[config.mk]
export PLATFORM = sky130hd
export DESIGN_NAME = cpu_run_ctrl
export DESIGN_NICKNAME = d
export VERILOG_FILES = /design/src/rtl/cpu_run_ctrl_pkg.sv /design/src/rtl/cpu_run_ctrl_btn_debounce.sv /design/src/rtl/cpu_run_ctrl.sv
export SDC_FILE = /design/constraint.sdc
export NUM_CORES = 1
export LEC_CHECK = 0
export CELL_PAD_IN_SITES_DETAIL_PLACEMENT = 1
export CELL_PAD_IN_SITES_GLOBAL_PLACEMENT = 1
export CORE_MARGIN = 4
export CORE_UTILIZATION = 36
export DETAILED_ROUTE_END_ITERATION = 7
export PLACE_DENSITY = 0.82
export SYNTH_ARGS = -nofsm -noshare
export SYNTH_HDL_FRONTEND = slang
export SYNTH_HIERARCHICAL = 1
export SYNTH_SLANG_ARGS = --single-unit
[constraint.sdc]
create_clock -name clk_i -period 2.5 [get_ports clk_i]
set_input_delay 0.625 -clock clk_i [delete_from_list [all_inputs] [get_ports clk_i]]
set_output_delay 0.625 -clock clk_i [all_outputs]
set_load 0.02 [all_outputs]
[src/rtl/cpu_run_ctrl_pkg.sv]
`default_nettype none
// +----------------------------------------------------------------------------+
// | Module  : cpu_run_ctrl_pkg                                                 |
// | Brief   : State encodings and helpers shared by the run controller and the |
// |           display select logic.                                            |
// | Revision: 1.0                                                              |
// +----------------------------------------------------------------------------+
package cpu_run_ctrl_pkg;

    typedef logic [1:0] rc_state_t;

    localparam rc_state_t RC_IDLE = 2'b00;
    localparam rc_state_t RC_STEP = 2'b01;
    localparam rc_state_t RC_RUN  = 2'b10;
    localparam rc_state_t RC_HALT = 2'b11;

    // True when an accepted press actually moves the controller out of IDLE.
    function automatic logic rc_leaves_idle(input rc_state_t st, input logic press,
                                            input logic halt);
        return (st == RC_IDLE) && press && !halt;
    endfunction

endpackage
`default_nettype wire

[src/rtl/cpu_run_ctrl_btn_debounce.sv]
`default_nettype none
// +----------------------------------------------------------------------------+
// | Module  : btn_debounce                                                     |
// | Brief   : Two-flop synchroniser, stable-level debouncer and rising press   |
// |           pulse for a raw push button.                                     |
// | Revision: 1.0                                                              |
// +----------------------------------------------------------------------------+
module btn_debounce
    import cpu_run_ctrl_pkg::*;
#(
    parameter int DEBOUNCE_CYCLES = 50000,
    parameter int DB_W            = 16
) (
    input  logic clk_i,
    input  logic reset_i,
    input  logic btn_i,
    output logic press_o
);

    localparam logic [DB_W-1:0] CNT_LAST = DB_W'(DEBOUNCE_CYCLES - 1);

    logic            sync1_q;
    logic            sync2_q;
    logic            level_q;
    logic            level_d;
    logic            press_q;
    logic            press_d;
    logic [DB_W-1:0] cnt_q;
    logic [DB_W-1:0] cnt_d;

    // The press pulse is registered together with the level flip, so it is
    // visible in the first cycle the debounced level reads high.
    always_comb begin
        level_d = level_q;
        press_d = 1'b0;
        cnt_d   = '0;
        if (sync2_q != level_q) begin
            if (cnt_q == CNT_LAST) begin
                level_d = sync2_q;
                press_d = sync2_q;
            end else begin
                cnt_d = cnt_q + 1'b1;
            end
        end
    end

    always_ff @(posedge clk_i) begin
        if (reset_i) begin
            sync1_q <= 1'b0;
            sync2_q <= 1'b0;
            level_q <= 1'b0;
            press_q <= 1'b0;
            cnt_q   <= '0;
        end else begin
            sync1_q <= btn_i;
            sync2_q <= sync1_q;
            level_q <= level_d;
            press_q <= press_d;
            cnt_q   <= cnt_d;
        end
    end

    assign press_o = press_q;

endmodule
`default_nettype wire

[src/rtl/cpu_run_ctrl.sv]
`default_nettype none
// +----------------------------------------------------------------------------+
// | Module  : cpu_run_ctrl                                                     |
// | Brief   : CPU execution controller: single-step / continuous clock-enable, |
// |           halt and optional PC breakpoint (RUN_CTRL_BREAKPOINT_EN).        |
// | Revision: 1.0                                                              |
// +----------------------------------------------------------------------------+
module cpu_run_ctrl
    import cpu_run_ctrl_pkg::*;
#(
    parameter int DEBOUNCE_CYCLES = 50000,
    parameter int DB_W            = 16,
    parameter int PC_W            = 8,
    parameter int CNT_W           = 16
) (
    input  logic             clk_i,
    input  logic             reset_i,
    input  logic             start_i,
    input  logic             run_mode_i,
    input  logic             halt_req_i,
    input  logic [PC_W-1:0]  pc_i,
    input  logic [PC_W-1:0]  bp_addr_i,
    input  logic             bp_valid_i,
    output logic             cpu_step_o,
    output logic [1:0]       state_o,
    output logic             halted_o,
    output logic             bp_hit_o,
    output logic [CNT_W-1:0] cycle_cnt_o
);

    rc_state_t        state_q;
    rc_state_t        state_d;
    logic             halted_q;
    logic [CNT_W-1:0] cnt_q;
    logic [CNT_W-1:0] cnt_d;
    logic             w_press;
    logic             w_bp_stop;

    btn_debounce #(
        .DEBOUNCE_CYCLES (DEBOUNCE_CYCLES),
        .DB_W            (DB_W)
    ) u_btn_debounce (
        .clk_i   (clk_i),
        .reset_i (reset_i),
        .btn_i   (start_i),
        .press_o (w_press)
    );

`ifdef RUN_CTRL_BREAKPOINT_EN
    logic first_run_q;
    logic bp_hit_q;
    logic bp_hit_d;

    // first_run masks the compare so a resume can step off the breakpoint PC.
    assign w_bp_stop = bp_valid_i && (pc_i == bp_addr_i) && !first_run_q;

    always_comb begin
        bp_hit_d = bp_hit_q;
        if ((state_q == RC_RUN) && !halt_req_i && w_bp_stop) begin
            bp_hit_d = 1'b1;
        end else if (rc_leaves_idle(state_q, w_press, halt_req_i)) begin
            bp_hit_d = 1'b0;
        end
    end

    always_ff @(posedge clk_i) begin
        if (reset_i) begin
            first_run_q <= 1'b0;
            bp_hit_q    <= 1'b0;
        end else begin
            first_run_q <= (state_d == RC_RUN) && (state_q != RC_RUN);
            bp_hit_q    <= bp_hit_d;
        end
    end

    assign bp_hit_o = bp_hit_q;
`else
    logic w_unused_bp;

    assign w_unused_bp = ^{pc_i, bp_addr_i, bp_valid_i};
    assign w_bp_stop   = 1'b0;
    assign bp_hit_o    = 1'b0;
`endif

    always_ff @(posedge clk_i) begin
        if (reset_i) begin
            state_q  <= RC_IDLE;
            halted_q <= 1'b0;
            cnt_q    <= '0;
        end else begin
            state_q  <= state_d;
            halted_q <= (state_d == RC_HALT);
            cnt_q    <= cnt_d;
        end
    end

    // halt_req outranks the breakpoint, which outranks a press.
    always_comb begin
        state_d = state_q;
        case (state_q)
            RC_IDLE: begin
                if (halt_req_i) begin
                    state_d = RC_HALT;
                end else if (w_press) begin
                    state_d = run_mode_i ? RC_RUN : RC_STEP;
                end
            end
            RC_STEP: begin
                state_d = halt_req_i ? RC_HALT : RC_IDLE;
            end
            RC_RUN: begin
                if (halt_req_i) begin
                    state_d = RC_HALT;
                end else if (w_bp_stop || w_press) begin
                    state_d = RC_IDLE;
                end
            end
            default: begin
                state_d = RC_HALT;
            end
        endcase
    end

    always_comb begin
        cpu_step_o = (state_q == RC_STEP) ||
                     ((state_q == RC_RUN) && !halt_req_i && !w_bp_stop);
        cnt_d      = (cpu_step_o && !(&cnt_q)) ? cnt_q + 1'b1 : cnt_q;
    end

    assign state_o     = state_q;
    assign halted_o    = halted_q;
    assign cycle_cnt_o = cnt_q;

endmodule
`default_nettype wire

==> summary.txt <==
Timing
  • Final hold vios: 0
  • Setup-failing EPs final: 0
  • Final period utilization: 96.1%
  • Slew headroom: 58.8%
  • Maximum clock rate: 416 MHz
  • Unrepaired setup endpoints after global routing: no
  • Worst slew pin tran: 0.613 ns
  • Final setup skew: 0.00513 ns
  • Final period demand of the worst path: 2.40 ns
  • Slew Limit Fails: 0
  • Setup tns final: 0 ns
  • Worst setup margin: 0.0974 ns

Drt
  • Pre-antenna DRT Iters: 5
  • Avg WL per Cell: 15.3 µm
  • Post-Route WL: 4800 µm
  • DRC Markers: 0
  • Via density per instance: 5.41
  • Vias: 1700
  • Remaining antenna violation count: 0
  • DR iter-0 viols: 95

Clock tree
  • TritonCTS Buffers: 5
  • CTS sink cnt: 39
  • Postcts setup bufs: 0
  • PostCTS Resize Cnt: 1
  • Root buf cell: clkbuf_8
  • CTS H-tree lvls: 2
  • Clock Latency Late Sink: 0.30 ns
  • Clock buffer depth: 2
  • Hold_buf cts: 0
  • CTS tree: done
  • Clk slew on worst S/H paths: 0.08 ns

Flow run
  • # Max-Cap Violations: 0

Pwr
  • Total power: 1270 µW
  • Cell Pwr Density: 540 mW/mm²
  • Worst vdd ir: 0.183 mV
  • Leak Pwr: 0.000750 µW

Synthesis
  • Unique masters post-synth: 46
  • Post-synthesis cell count: 209
  • Synth Area in Simple Gates: 32.1%
  • Post-synthesis compound-gate area fraction: 11.2%
  • Post-synthesis mux area share: 2.79%
  • Largest family of logic cells by synthesized area: simple AND/OR/NAND/NOR gates
  • Synth warn: 6
  • Post-Synth XOR/XNOR Area: 6.97%
  • Post-Synth Adder-Cell Area: 1.33%
  • Main synth FF type: dfxtp_1
  • Post-synthesis sequential area ratio: 41.4%
  • FFs w/ async S/R, synth: 0%
  • Avg Cell Area, Syn: 9.02 µm²
  • #FFs+latches synth: 39
  • Post-Syn Nets: 233
  • Number of enable flip-flop cells after synthesis: 0
  • Mapped Area: 0.00188 mm²

Worst setup path
  • Required @ worst endpoint: 1.88 ns
  • Critical path cell sequence: clkdlybuf4s50_1 > nor3b_4 > nor2_2 > inv_1 > dlygate4sd2_1
  • Crit path from: halt_req_i
  • Endpoint class of the critical path: primary output
  • RR Startpoint: cycle_cnt_o[0]$_SDFFE_PP0P_
  • Setup Crit Path Kind: primary input to primary output
  • WP buf/inv: 3
  • Startpoint types: primary input
  • Crit path arrival time: 1.78 ns
  • Crit-path max FO: 2
  • Slowest stage delay, CP: 0.46 ns
  • Crit path max-delay family: buffers and inverters
  • CP max-delay cell: clkdlybuf4s50_1

GRT
  • First-pass GRT wire length: 8400 µm
  • All-Layer GR Usage: 16.6%
  • Grt ovf: 0
  • Initial antenna violation count: 0
  • Vias in the first global route: 1678
  • Pin count of the biggest net entering global routing: 16

Final layout
  • # diodes: 0
  • Area delta synth->final: 25.0%
  • Layout Cells excl Fill: 314
  • Layout cells sized above 1: 12.3%
  • Nets: 267

Floorplanning
  • Die area: 0.00646 mm²
  • Die height: 80.3 µm
  • Core box area: 0.00507 mm²
  • # rows: 26
  • Io pins: 43
  • Die X: 80.3 µm
  • Starting Density: 37.1%

Placed design
  • Post-Place Worst Slack: -0.178 ns
  • Final HPWL DP: 3340 µm
  • Final Wtd Congestion: 0.773
  • PortBufs: 24
  • Dpl cells: 306

Hold path
  • Hold WC Path Type: flip-flop to flip-flop
  • Hold Startpoint: u_btn_debounce/sync1_q$_SDFF_PP0_

Run status
  • Status: complete, no violations
==> synth_stat cells, types with 2 or more instances <==
cell type  number  area, µm²
ha_1            2       25.0
or4_1           6       45.0
and4_1          2       17.5
a211oi_1        2       15.0
buf_6           2       22.5
buf_4           2       15.0
o31ai_1         6       45.0
mux2i_1         3       30.0
and3_1          3       18.8
nor2_1         28        105
nor3_1          6       30.0
nor2b_1         5       31.3
or3_1           4       25.0
o21ai_0         6       30.0
nand3_1         8       40.0
nor4_1          8       50.1
nand3b_1        2       15.0
nand4_1         5       31.3
xnor2_1        14        123
nand2b_1        2       12.5
or4b_1          2       20.0
inv_1           7       26.3
mux2_2          2       22.5
dfxtp_1        39        781
clkbuf_1        3       11.3
nand2_1         9       33.8
a21oi_1        12       60.1
==> cell families after synthesis <==
family,Yosys count
other,1
AND/OR/NAND/NOR,101
AO/OA/AOI/OAI,32
XOR/XNOR,15
multiplexers,5
buffers and inverters,14
flip-flops,39
adder cells (fa/ha/maj),2
==> metal layers <==
metal	routed length, µm	track usage, %	up-vias
met5	0	0	-
met4	73	5.57	0
met3	153	3.70	7
met2	2300	27.0	28
met1	2280	21.6	838
li1	-	-	827
==> stage by stage <==
stage	hold slack, ns	cell area (µm²)	util, %
2_1_floorplan	0.414	1880	-
3_3_place_gp	0.425	2240	44.1
3_5_place_dp	0.430	2240	44.1
4_1_cts	0.448	2350	46.4
5_1_grt	0.481	2350	46.4
6_report	0.451	2350	46.4
==> power by group <==
group / total [µW] / internal [µW] / switching (µW)
Clock: 558 / 323 / 235
Sequential: 639 / 628 / 10.4
Combinational: 75.9 / 35.3 / 40.6
Total: 1270 / 987 / 286
==> cell usage in the layout (no fill, tap or decap), types with 3 or more instances in the layout <==
cell type | Yosys | final
a21oi_1 | 12 | 12
and3_1 | 3 | 3
buf_4 | 2 | 10
clkbuf_8 | 0 | 6
clkdlybuf4s50_1 | 0 | 23
dfxtp_1 | 39 | 39
inv_1 | 7 | 7
mux2i_1 | 3 | 3
nand2_1 | 9 | 9
nand3_1 | 8 | 8
nand4_1 | 5 | 5
nor2_1 | 28 | 28
nor2b_1 | 5 | 5
nor3_1 | 6 | 6
nor4_1 | 8 | 8
o21ai_0 | 6 | 6
o31ai_1 | 6 | 6
or3_1 | 4 | 4
or4_1 | 6 | 6
xnor2_1 | 14 | 14
==> worst paths after layout <==
kind | slack [ns] | depth (start not counted) | to
worst max-delay path | 0.1 | 5 | cpu_step_o
worst max register to register | 0.42 | 6 | cycle_cnt_o[9]$_SDFFE_PP0P_
worst min-delay path | 0.45 | 1 | u_btn_debounce/sync2_q$_SDFF_PP0_
worst min register to register | 0.45 | 1 | u_btn_debounce/sync2_q$_SDFF_PP0_
==> sequential cells by signal, indices dropped and copies added, names as in the netlist <==
register,flops
cycle_cnt_o,16
halted_o,1
state_o,2
u_btn_debounce/cnt_q,16
u_btn_debounce/level_q,1
u_btn_debounce/press_o,1
u_btn_debounce/sync1_q,1
u_btn_debounce/sync2_q,1
==> cell type report <==
| type | count | area (µm²) |
|---|---|---|
| flip-flops and latches | 39 | 781 |
| multi-input cells | 156 | 1030 |
| clock buffers | 6 | 82.6 |
| repair buffers | 34 | 314 |
| fillers | 630 | 2720 |
| inverters | 7 | 26.3 |
| clock inverters | 2 | 35.0 |
| well taps | 70 | 87.6 |
(Power assumes the default switching activity.)
==> edit (same settings) <==
Add a define of `RUN_CTRL_BREAKPOINT_EN`.
--- a/src/rtl/cpu_run_ctrl.sv
+++ b/src/rtl/cpu_run_ctrl.sv
@@ -5,6 +5,8 @@
 // |           halt and optional PC breakpoint (RUN_CTRL_BREAKPOINT_EN).        |
 // | Revision: 1.0                                                              |
 // +----------------------------------------------------------------------------+
+`define RUN_CTRL_BREAKPOINT_EN
+
 module cpu_run_ctrl
     import cpu_run_ctrl_pkg::*;
 #(
Behaviour: no difference found for any inputs over 10 cycles, from zero or initial values and one cycle with reset_i high; that may be too few to reach the edited logic, so the function may still have changed.
==> edit against the original RTL <==
  * Global-route usage down 1.6 points
  * Routed wire length increased by 2.2%
  * Power fell by 2.6%
  * Sequential cell count grew 2
  * Design area is 12% higher
  * Area after synthesis up 7.8%
  * Worst setup slack worse by 23 ps
  * Utilization increased by 1.6 points
  * First-iteration DRC count decreased by 27%
  * Highest routed layer unchanged
==> edit: results (changes against the original RTL) <==
Critical path
  • RR Endpoint: cycle_cnt_o[0]$_SDFFE_PP0P_
  • Reg2Reg Setup Slack: 580 ps (+160 ps)
  • Crit-path max cell delay: 500 ps (+40 ps)

Logic synthesis
  • Sequential area share after synthesis: 0.404 (-0.0104)
  • Most area-consuming cells after synthesis: dfxtp_1 (40%), xnor2_1 (9.5%), nor2_1 (5.0%), o31ai_1 (4.1%), or4_1 (4.1%)
  • Top cells by count, synth: dfxtp_1 (41), nor2_1 (27), xnor2_1 (22)
  • Synthesized net count: 248 (+6.4%)
  • Compound-Gate Fraction of Synth Area: 0.103 (-0.00877)
  • Synth Area in XOR/XNOR: 0.0991 (+0.0294)
  • Synth cell types: 44 (-4.3%)

Place
  • Place WS: -331 ps (-153 ps)
  • Placed wire-length estimate: 3.59 mm (+7.6%)
  • Placer Congestion: 0.787 (+1.8%)
  • IO buf count: 42 (+75%)

Finish
  • Seq/total area: 0.311 (-0.0208)
  • Fill count: 658 (+4.4%)
  • Layout cells sized above 1: 0.113 (-0.00981)
  • Nonclk inv count: 5 (-2)
  • Final net count: 297 (+11%)
  • Non-clock buffering overhead: 0.181 (+0.0481)
  • Multi-In Gates: 170 (+9.0%)
  • Non-clk bufs: 50 (+47%)
  • Area of the multi-input gates: 1150 um2 (+11%)
  • Clkbuf count: 5 (-1)

Outcome
  • Outcome: completed

Route
  • DR iter-0 viols: 69 (-27%)
  • Drt wl/cell: 14.2 um (-7.2%)
  • Vias: 1829 (+7.6%)
  • Drt pass-1 iters: 4 (-1)

Power and ir drop
  • Switching share of power: 0.253 (+0.0281)
  • Combinational power: 129 uW (+70%)
  • Leakage power: 0.810 nW (+8.0%)
  • VDD IR-drop max: 0.000251 V (+38%)
  • Power Internal: 927 uW (-6.1%)
  • Sequential logic power: 674 uW (+5.5%)

Global routing
  • Via count of the first global-routing pass: 1842 (+9.8%)
  • Largest net degree at the start of global routing: 32 (+16)
  • Wire length of the first global-routing pass: 8.65 mm (+3.0%)

Die
  • Die area: 6910 um2 (+7.1%)

STA
  • Slew @ Worst Pin: 411 ps (-202 ps)
  • Slew Viols, Final: 0 (unchanged)

Hold path
  • Hold Path Stages: 1 (unchanged)

Clocking
  • Hold buffer count at CTS: 0 (unchanged)
  • Clock sinks: 41 (+5.1%)
[edit: per-stage QoR]
step,setup TNS [ps],utilization,cells
floorplan,0,-,224
global placement,-286,0.463,338
detailed placement,-331,0.463,338
CTS,0,0.478,346
global route,0,0.480,346
finish,0,0.480,346
[edit: worst max path at each step]
stage                     cells past startpoint    startpoint  slack, ps    endpoint
after floorplan                               6  bp_addr_i[0]        290  cpu_step_o
after CTS                                     6  bp_addr_i[2]          9  cpu_step_o
after detailed placement                      6       pc_i[5]       -330  cpu_step_o
final                                         6  bp_addr_i[5]         70  cpu_step_o
after global routing                          6       pc_i[6]          2  cpu_step_o
after global placement                        6  bp_addr_i[6]       -290  cpu_step_o
[edit: repair_timing]
item                       CTS  global route
resized for setup            6             2
setup endpoints to repair    1             1
gates cloned                 0             0
pin swaps                    3             1
[edit: layer usage]
layer	routed length [um]	vias to the layer above	global-route usage
met3	211	5	0.0417
li1	-	924	-
met4	63	0	0.0520
met5	0	-	0
met1	2330	862	0.186
met2	2300	38	0.249
